==> config.mk <==
export PLATFORM = sky130hd
export DESIGN_NAME = branch_redirect_ctrl
export DESIGN_NICKNAME = d
export VERILOG_FILES = /design/src/rtl/branch_redirect_ctrl_pkg.sv /design/src/rtl/branch_redirect_ctrl_perf_counter.sv /design/src/rtl/branch_redirect_ctrl.sv
export SDC_FILE = /design/constraint.sdc
export NUM_CORES = 1
export LEC_CHECK = 0
export CAP_MARGIN = 20
export CORE_ASPECT_RATIO = 0.8
export CORE_MARGIN = 2
export CORE_UTILIZATION = 46
export CTS_BUF_LIST = sky130_fd_sc_hd__clkbuf_8
export DETAILED_ROUTE_END_ITERATION = 10
export PLACE_DENSITY = 0.82
export SYNTH_ARGS = -nofsm -noshare
export SYNTH_HDL_FRONTEND = slang
export SYNTH_SLANG_ARGS = --single-unit
==> constraint.sdc <==
create_clock -name clk -period 1.78 [get_ports clk]
set_input_delay 0.356 -clock clk [delete_from_list [all_inputs] [get_ports clk]]
set_output_delay 0.356 -clock clk [all_outputs]
set_load 0.01 [all_outputs]
==> src/rtl/branch_redirect_ctrl_pkg.sv <==
// rtl/branch_redirect_ctrl_pkg.sv - shared widths and FSM encoding for the branch redirect controller
package branch_redirect_ctrl_pkg;

    localparam int BUS_ADDR_W = 32;
    localparam int BUS_CNT_W  = 32;

    typedef enum logic {
        ST_IDLE = 1'b0,
        ST_PEND = 1'b1
    } redir_state_e;

endpackage

==> src/rtl/branch_redirect_ctrl_perf_counter.sv <==
// rtl/branch_redirect_ctrl_perf_counter.sv - wrapping event counter with enable
module perf_counter #(
    parameter int CNT_W = 32
) (
    input  logic             clk,
    input  logic             rst_n,
    input  logic             en,
    output logic [CNT_W-1:0] count
);

    always_ff @(posedge clk or negedge rst_n) begin
        if (!rst_n) begin
            count <= '0;
        end else if (en) begin
            count <= count + 1'b1;
        end
    end

endmodule

==> src/rtl/branch_redirect_ctrl.sv <==
// rtl/branch_redirect_ctrl.sv - redirect sequencing, delay-slot tracking and branch counters
module branch_redirect_ctrl
    import branch_redirect_ctrl_pkg::*;
#(
    parameter int ADDR_W = BUS_ADDR_W,
    parameter int CNT_W  = BUS_CNT_W
) (
    input  logic              clk,
    input  logic              rst,
    input  logic              id_fire,
    input  logic              branch_flag,
    input  logic [ADDR_W-1:0] branch_addr,
    input  logic              next_inst_delayslot_flag,
    input  logic              exc_flush,
    input  logic [ADDR_W-1:0] exc_pc,
    input  logic              pc_ready,
    output logic              pc_redirect,
    output logic [ADDR_W-1:0] pc_target,
    output logic              if_flush,
    output logic              id_in_delayslot,
    output logic              id_hold,
    output logic              ds_branch_err,
    output logic [CNT_W-1:0]  branch_cnt,
    output logic [CNT_W-1:0]  taken_cnt
);

    redir_state_e      state;
    redir_state_e      state_nxt;
    logic [ADDR_W-1:0] target;
    logic              ds_pending;
    logic              ds_consumed;
    logic              exc_flush_q;
    logic              ds_err_q;

    logic branch_go;
    logic branch_accept;
    logic taken_accept;
    logic nested_branch;

    // A branch sitting in a delay slot is never acted on; only the outer branch counts.
    assign branch_go     = id_fire & branch_flag & ~ds_pending;
    assign branch_accept = id_fire & next_inst_delayslot_flag & ~ds_pending & ~exc_flush;
    assign taken_accept  = branch_accept & branch_flag;
    assign nested_branch = id_fire & next_inst_delayslot_flag & ds_pending & ~exc_flush;

    always_comb begin
        state_nxt = state;
        case (state)
            ST_IDLE: begin
                if (exc_flush || branch_go) begin
                    state_nxt = ST_PEND;
                end
            end
            ST_PEND: begin
                if (exc_flush) begin
                    state_nxt = ST_PEND;
                end else if (pc_ready) begin
                    state_nxt = ST_IDLE;
                end
            end
            default: state_nxt = ST_IDLE;
        endcase
    end

    always_ff @(posedge clk or negedge rst) begin
        if (!rst) begin
            state <= ST_IDLE;
        end else begin
            state <= state_nxt;
        end
    end

    always_ff @(posedge clk or negedge rst) begin
        if (!rst) begin
            target      <= '0;
            ds_pending  <= 1'b0;
            ds_consumed <= 1'b0;
            exc_flush_q <= 1'b0;
            ds_err_q    <= 1'b0;
        end else begin
            exc_flush_q <= exc_flush;
            ds_err_q    <= nested_branch;
            if (exc_flush) begin
                target      <= exc_pc;
                ds_pending  <= 1'b0;
                ds_consumed <= 1'b0;
            end else begin
                if (state == ST_IDLE && branch_go) begin
                    target <= branch_addr;
                end
                // Any ID departure closes the slot; a new slot opens only for an outer branch.
                if (id_fire) begin
                    ds_pending <= next_inst_delayslot_flag & ~ds_pending;
                end
                if (state == ST_PEND) begin
                    if (pc_ready) begin
                        ds_consumed <= 1'b0;
                    end else if (id_fire && ds_pending) begin
                        ds_consumed <= 1'b1;
                    end
                end
            end
        end
    end

    assign pc_redirect     = (state == ST_PEND);
    assign pc_target       = target;
    assign id_in_delayslot = ds_pending;
    assign id_hold         = (state == ST_PEND) & ds_consumed;
    assign ds_branch_err   = ds_err_q;
    // Late acceptance means IF already holds a sequential fetch past the delay slot.
    assign if_flush        = (pc_redirect & pc_ready & ds_consumed) | exc_flush_q;

    perf_counter #(.CNT_W(CNT_W)) u_branch_cnt (
        .clk   (clk),
        .rst_n (rst),
        .en    (branch_accept),
        .count (branch_cnt)
    );

    perf_counter #(.CNT_W(CNT_W)) u_taken_cnt (
        .clk   (clk),
        .rst_n (rst),
        .en    (taken_accept),
        .count (taken_cnt)
    );

endmodule

==> flow_summary.json, run 1 <==
{
  "slew_headroom_pct": 61.7,
  "synthSimpleGateAreaFrac_pct": 20.7,
  "synth.ff_latch_count": 101,
  "cts_buffer_depth": 2,
  "synth_top_area_share_pct": 53.3,
  "avgRoutedWirePerCell_microns": 14.7,
  "synth_commonest_cells": "dfrtp_1, nand2_1, xnor2_1",
  "grt_overflow": 0,
  "pre_cts_ws_ps": -306,
  "root_buffer": "clkbuf_8",
  "synth_compound_area_share_pct": 4.06,
  "diodes": 0,
  "p_leak_uw": 0.00329,
  "area_growth_pct": 49.2,
  "synth_top_family_by_area": "simple AND/OR/NAND/NOR gates",
  "grt_pass1_wl_microns": 18200,
  "first_pass_iters": 6,
  "synth_xor_xnor_area_share_pct": 11.5,
  "route.detailed.drc": 0,
  "start_util_pct": 46.7,
  "path_clk_slew_ps": 100,
  "routed_wl_microns": 11400,
  "clock_latency_ps": 360,
  "final_nets": 700,
  "synth.avg_cell_area_sq_um": 11.2,
  "synth_edf_count": 0,
  "power_density_nw_per_um2": 719,
  "coreArea_sq_um": 10200,
  "yosys_most_used_dff": "dfrtp_1",
  "cp.arrival_ps": 1380,
  "finClkSkew_ps": 10.5,
  "antenna_found_initial": 1,
  "layout-drive-gt1-share_pct": 14.7,
  "synth_mux_area_share_pct": 7.47,
  "drt_iter0_drc": 225,
  "setup_violations": 0,
  "vias_per_cell": 5.06,
  "synthArstFlopShare_pct": 100,
  "synth_cells": 425,
  "dieHeight_microns": 94.8,
  "crit_required_ps": 1420,
  "cts.sinks": 101,
  "crit_fanout": 2,
  "yosysTopAreaCell": "dfrtp_1",
  "post-route-min-period_ps": 1730,
  "die-area_sq_um": 11100,
  "vias": 3906,
  "numPortBuffers": 171,
  "hold_violations": 0,
  "yosysMostFrequentCell": "dfrtp_1",
  "ios": 172,
  "vdd_drop_max_mv": 0.364,
  "dp_hpwl_microns": 8530,
  "grtUsageTotal_pct": 20.5,
  "period_share_pct": 97.3,
  "synth_adder_area_share_pct": 0.528,
  "postRouteAntennaNets": 0,
  "grt_start_max_net_pins": 102,
  "synth_area_sq_um": 4740,
  "tightest_slew_ps": 574,
  "grt_pass1_vias": 3852,
  "min_path_type": "primary input to async pin",
  "cp-end-kind": "output port",
  "whs_ps": 46.8,
  "cts_buffers": 9,
  "cp-start-kind": "primary input",
  "ys_seq_area_share_pct": 53.3,
  "chipWidth_microns": 118,
  "rows": 33,
  "rsz0062_at_grt": "true",
  "synth_nets": 498,
  "synth.distinct_cells": 39,
  "setup_slack_ps": 47.7,
  "path_class": "primary input to output port",
  "synth_warnings": 0,
  "cts_tree": "done",
  "fillers": 763,
  "h-tree-depth": 3,
  "place_congestion": 0.838,
  "status": "finished clean",
  "maxCapViolCount": 0,
  "fmax_mhz": 577,
  "ys_top_cells_by_area": "dfrtp_1, mux2i_1, xnor2_1, xor2_1, nand2_1",
  "finalMaxSlewViolations": 0
}
logic make-up (layout without fill, tap and decap cells):
family	Yosys count	in the layout
buffers and inverters	23	230
and+or+nand+nor	165	165
xor gates and xnor gates	62	62
muxes	35	35
AOI/OAI and AO/OA	37	37
adders and majority gates	2	2
DFF	101	101
power breakdown:
group / internal [uW] / leakage (uW) / switching (uW) / total [uW]
Clock: 531 / 0.0000921 / 829 / 1360
Combinational: 642 / 0.00191 / 470 / 1110
Sequential: 2470 / 0.00128 / 147 / 2620
Total: 3640 / 0.00329 / 1450 / 5090
stage by stage:
| step | total power, uW | utilization, % | instances | TNS (ps) | instance area [sq um] |
|---|---|---|---|---|---|
| 3_5_place_dp | 3790 | 66.6 | 747 | -11980 | 6770 |
| 5_1_grt | 5370 | 69.6 | 772 | -13.0 | 7070 |
| 6_report | 5090 | 69.6 | 772 | 0 | 7070 |
| 4_1_cts | 5140 | 68.5 | 763 | 0 | 6950 |
| 2_1_floorplan | 3030 | - | 425 | 0 | 4740 |
| 3_3_place_gp | 3740 | 66.6 | 747 | -8400 | 6770 |
final timing paths:
kind | from | endpoint | slack, ps | depth (start not counted)
setup / recovery | pc_ready | if_flush | 50 | 3
hold / removal | rst | u_taken_cnt.count[19] | 50 | 2
setup reg to reg | u_taken_cnt.count[1] | u_taken_cnt.count[26] | 110 | 6
hold reg to reg | u_taken_cnt.count[31] | u_taken_cnt.count[31] | 480 | 1
max in group asynchronous | rst | u_branch_cnt.count[7] | 1330 | 2
min in group clk | exc_flush | ds_branch_err | 210 | 2
worst max-delay path: stages:
cell and delay (ps):
clkdlybuf4s50_1 460, a31o_2 280, dlygate4sd2_1 280
timing repair:
item,4_1_cts,5_1_grt
hold buffers,0,0
gates resized for setup,10,24
setup buffers,0,9
pin swaps,0,1
setup endpoints to repair,10,35
layer usage:
metal | global-route usage (%) | part of all wire, %
met1 | 25.6 | 43
met2 | 34.8 | 48
met5 | 0 | 0.14
met4 | 6.33 | 1.2
met3 | 5.92 | 7.7
sequential cells by signal (all words and copies together), names as in the netlist:
register / flops
ds_consumed: 1
id_in_delayslot: 1
u_taken_cnt.count: 32
pc_redirect: 1
u_branch_cnt.count: 32
ds_branch_err: 1
pc_target: 32
exc_flush_q: 1
placed cells by master, fill, tap and decap left out, types with 2 or more instances in the layout:
| master | count |
|---|---|
| nand4_1 | 16 |
| nor4_4 | 4 |
| and3_1 | 9 |
| dfrtp_1 | 81 |
| nor3b_1 | 2 |
| inv_1 | 8 |
| clkinv_4 | 2 |
| and4_2 | 2 |
| and3b_1 | 2 |
| inv_6 | 2 |
| dlygate4sd2_1 | 3 |
| nor4_1 | 2 |
| nor3_1 | 13 |
| nand4_4 | 3 |
| mux2_2 | 3 |
| o21ai_0 | 33 |
| clkdlybuf4s50_1 | 159 |
| mux2i_1 | 32 |
| xor2_1 | 27 |
| buf_4 | 34 |
| dfrtp_2 | 20 |
| buf_12 | 2 |
| clkbuf_8 | 9 |
| dlymetal6s2s_1 | 7 |
| xnor2_1 | 35 |
| nand3_1 | 22 |
| nor4_2 | 3 |
| nand2_1 | 57 |
| and2_1 | 3 |
| nand4b_1 | 2 |
| nor2_1 | 13 |
| and4_1 | 6 |
final cells by class:
cell class	instances	area [sq um]	share of cell area, %
clock buffer	9	124	1.75
clock inverter	7	58.8	0.831
inverter	8	30.0	0.424
multi-input combinational	301	2130	30.1
sequential	101	2550	36.1
tap	140	175	2.48
timing repair buffer	206	2010	28.4
(Power assumes the default switching activity.)
==> run 2: changes to the inputs <==
--- a/config.mk
+++ b/config.mk
@@ -10,6 +10,7 @@
 export CORE_MARGIN = 2
 export CORE_UTILIZATION = 46
 export CTS_BUF_LIST = sky130_fd_sc_hd__clkbuf_8
+export CTS_CLUSTER_DIAMETER = 60
 export DETAILED_ROUTE_END_ITERATION = 10
 export PLACE_DENSITY = 0.82
 export SYNTH_ARGS = -nofsm -noshare
==> results of run 2 <==
Same layout as run 1: the final DEF is identical, and so are final timing and power.
==> variant (flow settings as in run 1) <==
Change the package constant `BUS_ADDR_W` from 32 to 36.
--- a/src/rtl/branch_redirect_ctrl_pkg.sv
+++ b/src/rtl/branch_redirect_ctrl_pkg.sv
@@ -1,7 +1,7 @@
 // rtl/branch_redirect_ctrl_pkg.sv - shared widths and FSM encoding for the branch redirect controller
 package branch_redirect_ctrl_pkg;
 
-    localparam int BUS_ADDR_W = 32;
+    localparam int BUS_ADDR_W = 36;
     localparam int BUS_CNT_W  = 32;
 
     typedef enum logic {
Ports: changed (resized branch_addr, exc_pc and pc_target); port bits go from 172 to 184. No check against the original RTL was run, so the function may have changed too.
==> variant against run 1 <==
  * Design area rose by 7.1%
  * The run now ends with negative setup slack left
  * Highest routed layer is now met4
  * Area after synthesis rose by 3.6%
  * Largest cell class unchanged
  * Total power rose by 4.4%
  * Sequential cell count rose by 4
  * Critical path depth rose by 1
  * Wire length rose by 12%
  * First-iteration DRC count fell by 25%
  * Worst setup slack got worse by 49 ps
  * Cell count rose by 5.8%
  * Global-route usage rose by 1.5 points
  * Clock skew barely moved
==> variant: results <==
group,metric,value,unit
power_and_ir_drop,swShare,28.01,%
place,place_worst_setup_slack,-474.3,ps
yosys,synth_cells,446,
critical_path,crit_arrival,2070,ps
critical_path,cpPeakStageDelay,630,ps
place,dp.cells,795,
timing,tns,-0.8966,ps
grt,met3_usage,4.577,%
drt,dr.pass1.iters,4,
power_and_ir_drop,p_leak,3.512,nW
outcome,outcome,"finished with violations",
grt,track_usage,21.99,%
cells_and_area,nNetsFinal,752,
cells_and_area,fin_cells,817,
drt,drt_iter0_markers,169,
timing,setup-violations-final,1,
critical_path,crit_fanout,5,
yosys,synthTopCellsByCount,"105 x dfrtp_1, 59 x nand2_1, 39 x xnor2_1",
outcome,violations,"negative setup slack",
critical_path,crit_family,"simple AND/OR/NAND/NOR gates",
yosys,synth_nets,527,
drt,wl_per_cell,15.61,um
cells_and_area,layout-drive-gt1-share,15.68,%
timing,finClkSkew,10.62,ps
place,numPortBuffers,183,
grt,first_global_vias,4023,
worst_hold_path,hold_path_class,"primary input to flip-flop",
place,hpwl,9463,um
yosys,yosysUniqueCellTypes,36,
critical_path,cp_slowest_cell,"or4_4",
grt,grtUsageMet2,37.33,%
yosys,synthTopCellsByArea,"dfrtp_1 53%, mux2i_1 7.3%, xnor2_1 7.0%, nand2_1 4.5%, xor2_1 4.1%",
timing,slew-limit-headroom,61.37,%
place,place_area,7238,um2
grt,grt_use_met1,28.93,%
timing,setup_slack,-0.8966,ps
power_and_ir_drop,ir_drop,0.0004010,V
yosys,seq_area_frac_synth,53.48,%
drt,vias,4226,
## variant: cell type report
type                       count  area (um2)
clock buffer                  10       137.6
fill                         730        2744
sequential                   105        2645
clock inverter                 6       41.29
antenna                        1       2.502
tap                          140       175.2
timing repair buffer         231        2268
inverter                       7       26.28
multi-input combinational    317        2282
## variant: cell families (layout without fill, tap and decap cells)
group	count (synthesis)	in the layout	synth area share, %
XOR/XNOR	62	62	11.05
flip-flops	105	105	53.48
AO/OA/AOI/OAI	41	41	4.406
AND/OR/NAND/NOR	171	173	20.30
adder cells (fa/ha/maj)	2	2	0.5092
multiplexers	39	39	8.021
other	0	1	0
buffers and inverters	26	254	2.241
## variant: timing repair
item | in CTS | in global routing
resized for setup | 8 | 32
hold buffers | 1 | 0
setup endpoints to repair | 19 | 49
gates cloned | 0 | 2
pin swaps | 1 | 15
setup buffers | 1 | 1
endpoints found under the hold margin | 25 | 0
## variant: routing by layer
metal	wire (um)	share of wire (%)
met3	823	6.5
met1	5456	43
met5	0	0
met2	6305	49
met4	167	1.3
## variant: path summary, 6_finish.rpt
kind	cells after the start	from	slack [ps]	to
max	4	id_in_delayslot	-0.9	u_taken_cnt.count[25]
min	2	exc_flush	330	exc_flush_q
max reg2reg	4	id_in_delayslot	-0.9	u_taken_cnt.count[25]
min reg2reg	1	u_taken_cnt.count[31]	480	u_taken_cnt.count[31]
max in group asynchronous	3	rst	670	pc_target[29]
min in group asynchronous	2	rst	440	pc_target[9]
## variant: power groups by stage
stage	Combinational [mW]	Sequential, mW	Clock [mW]
after floorplan	0.323	2.86	0
after global placement	1.17	2.79	0
after global routing	1.31	2.80	1.48
final	1.20	2.77	1.35
after CTS	1.20	2.76	1.40
after detailed placement	1.20	2.80	0
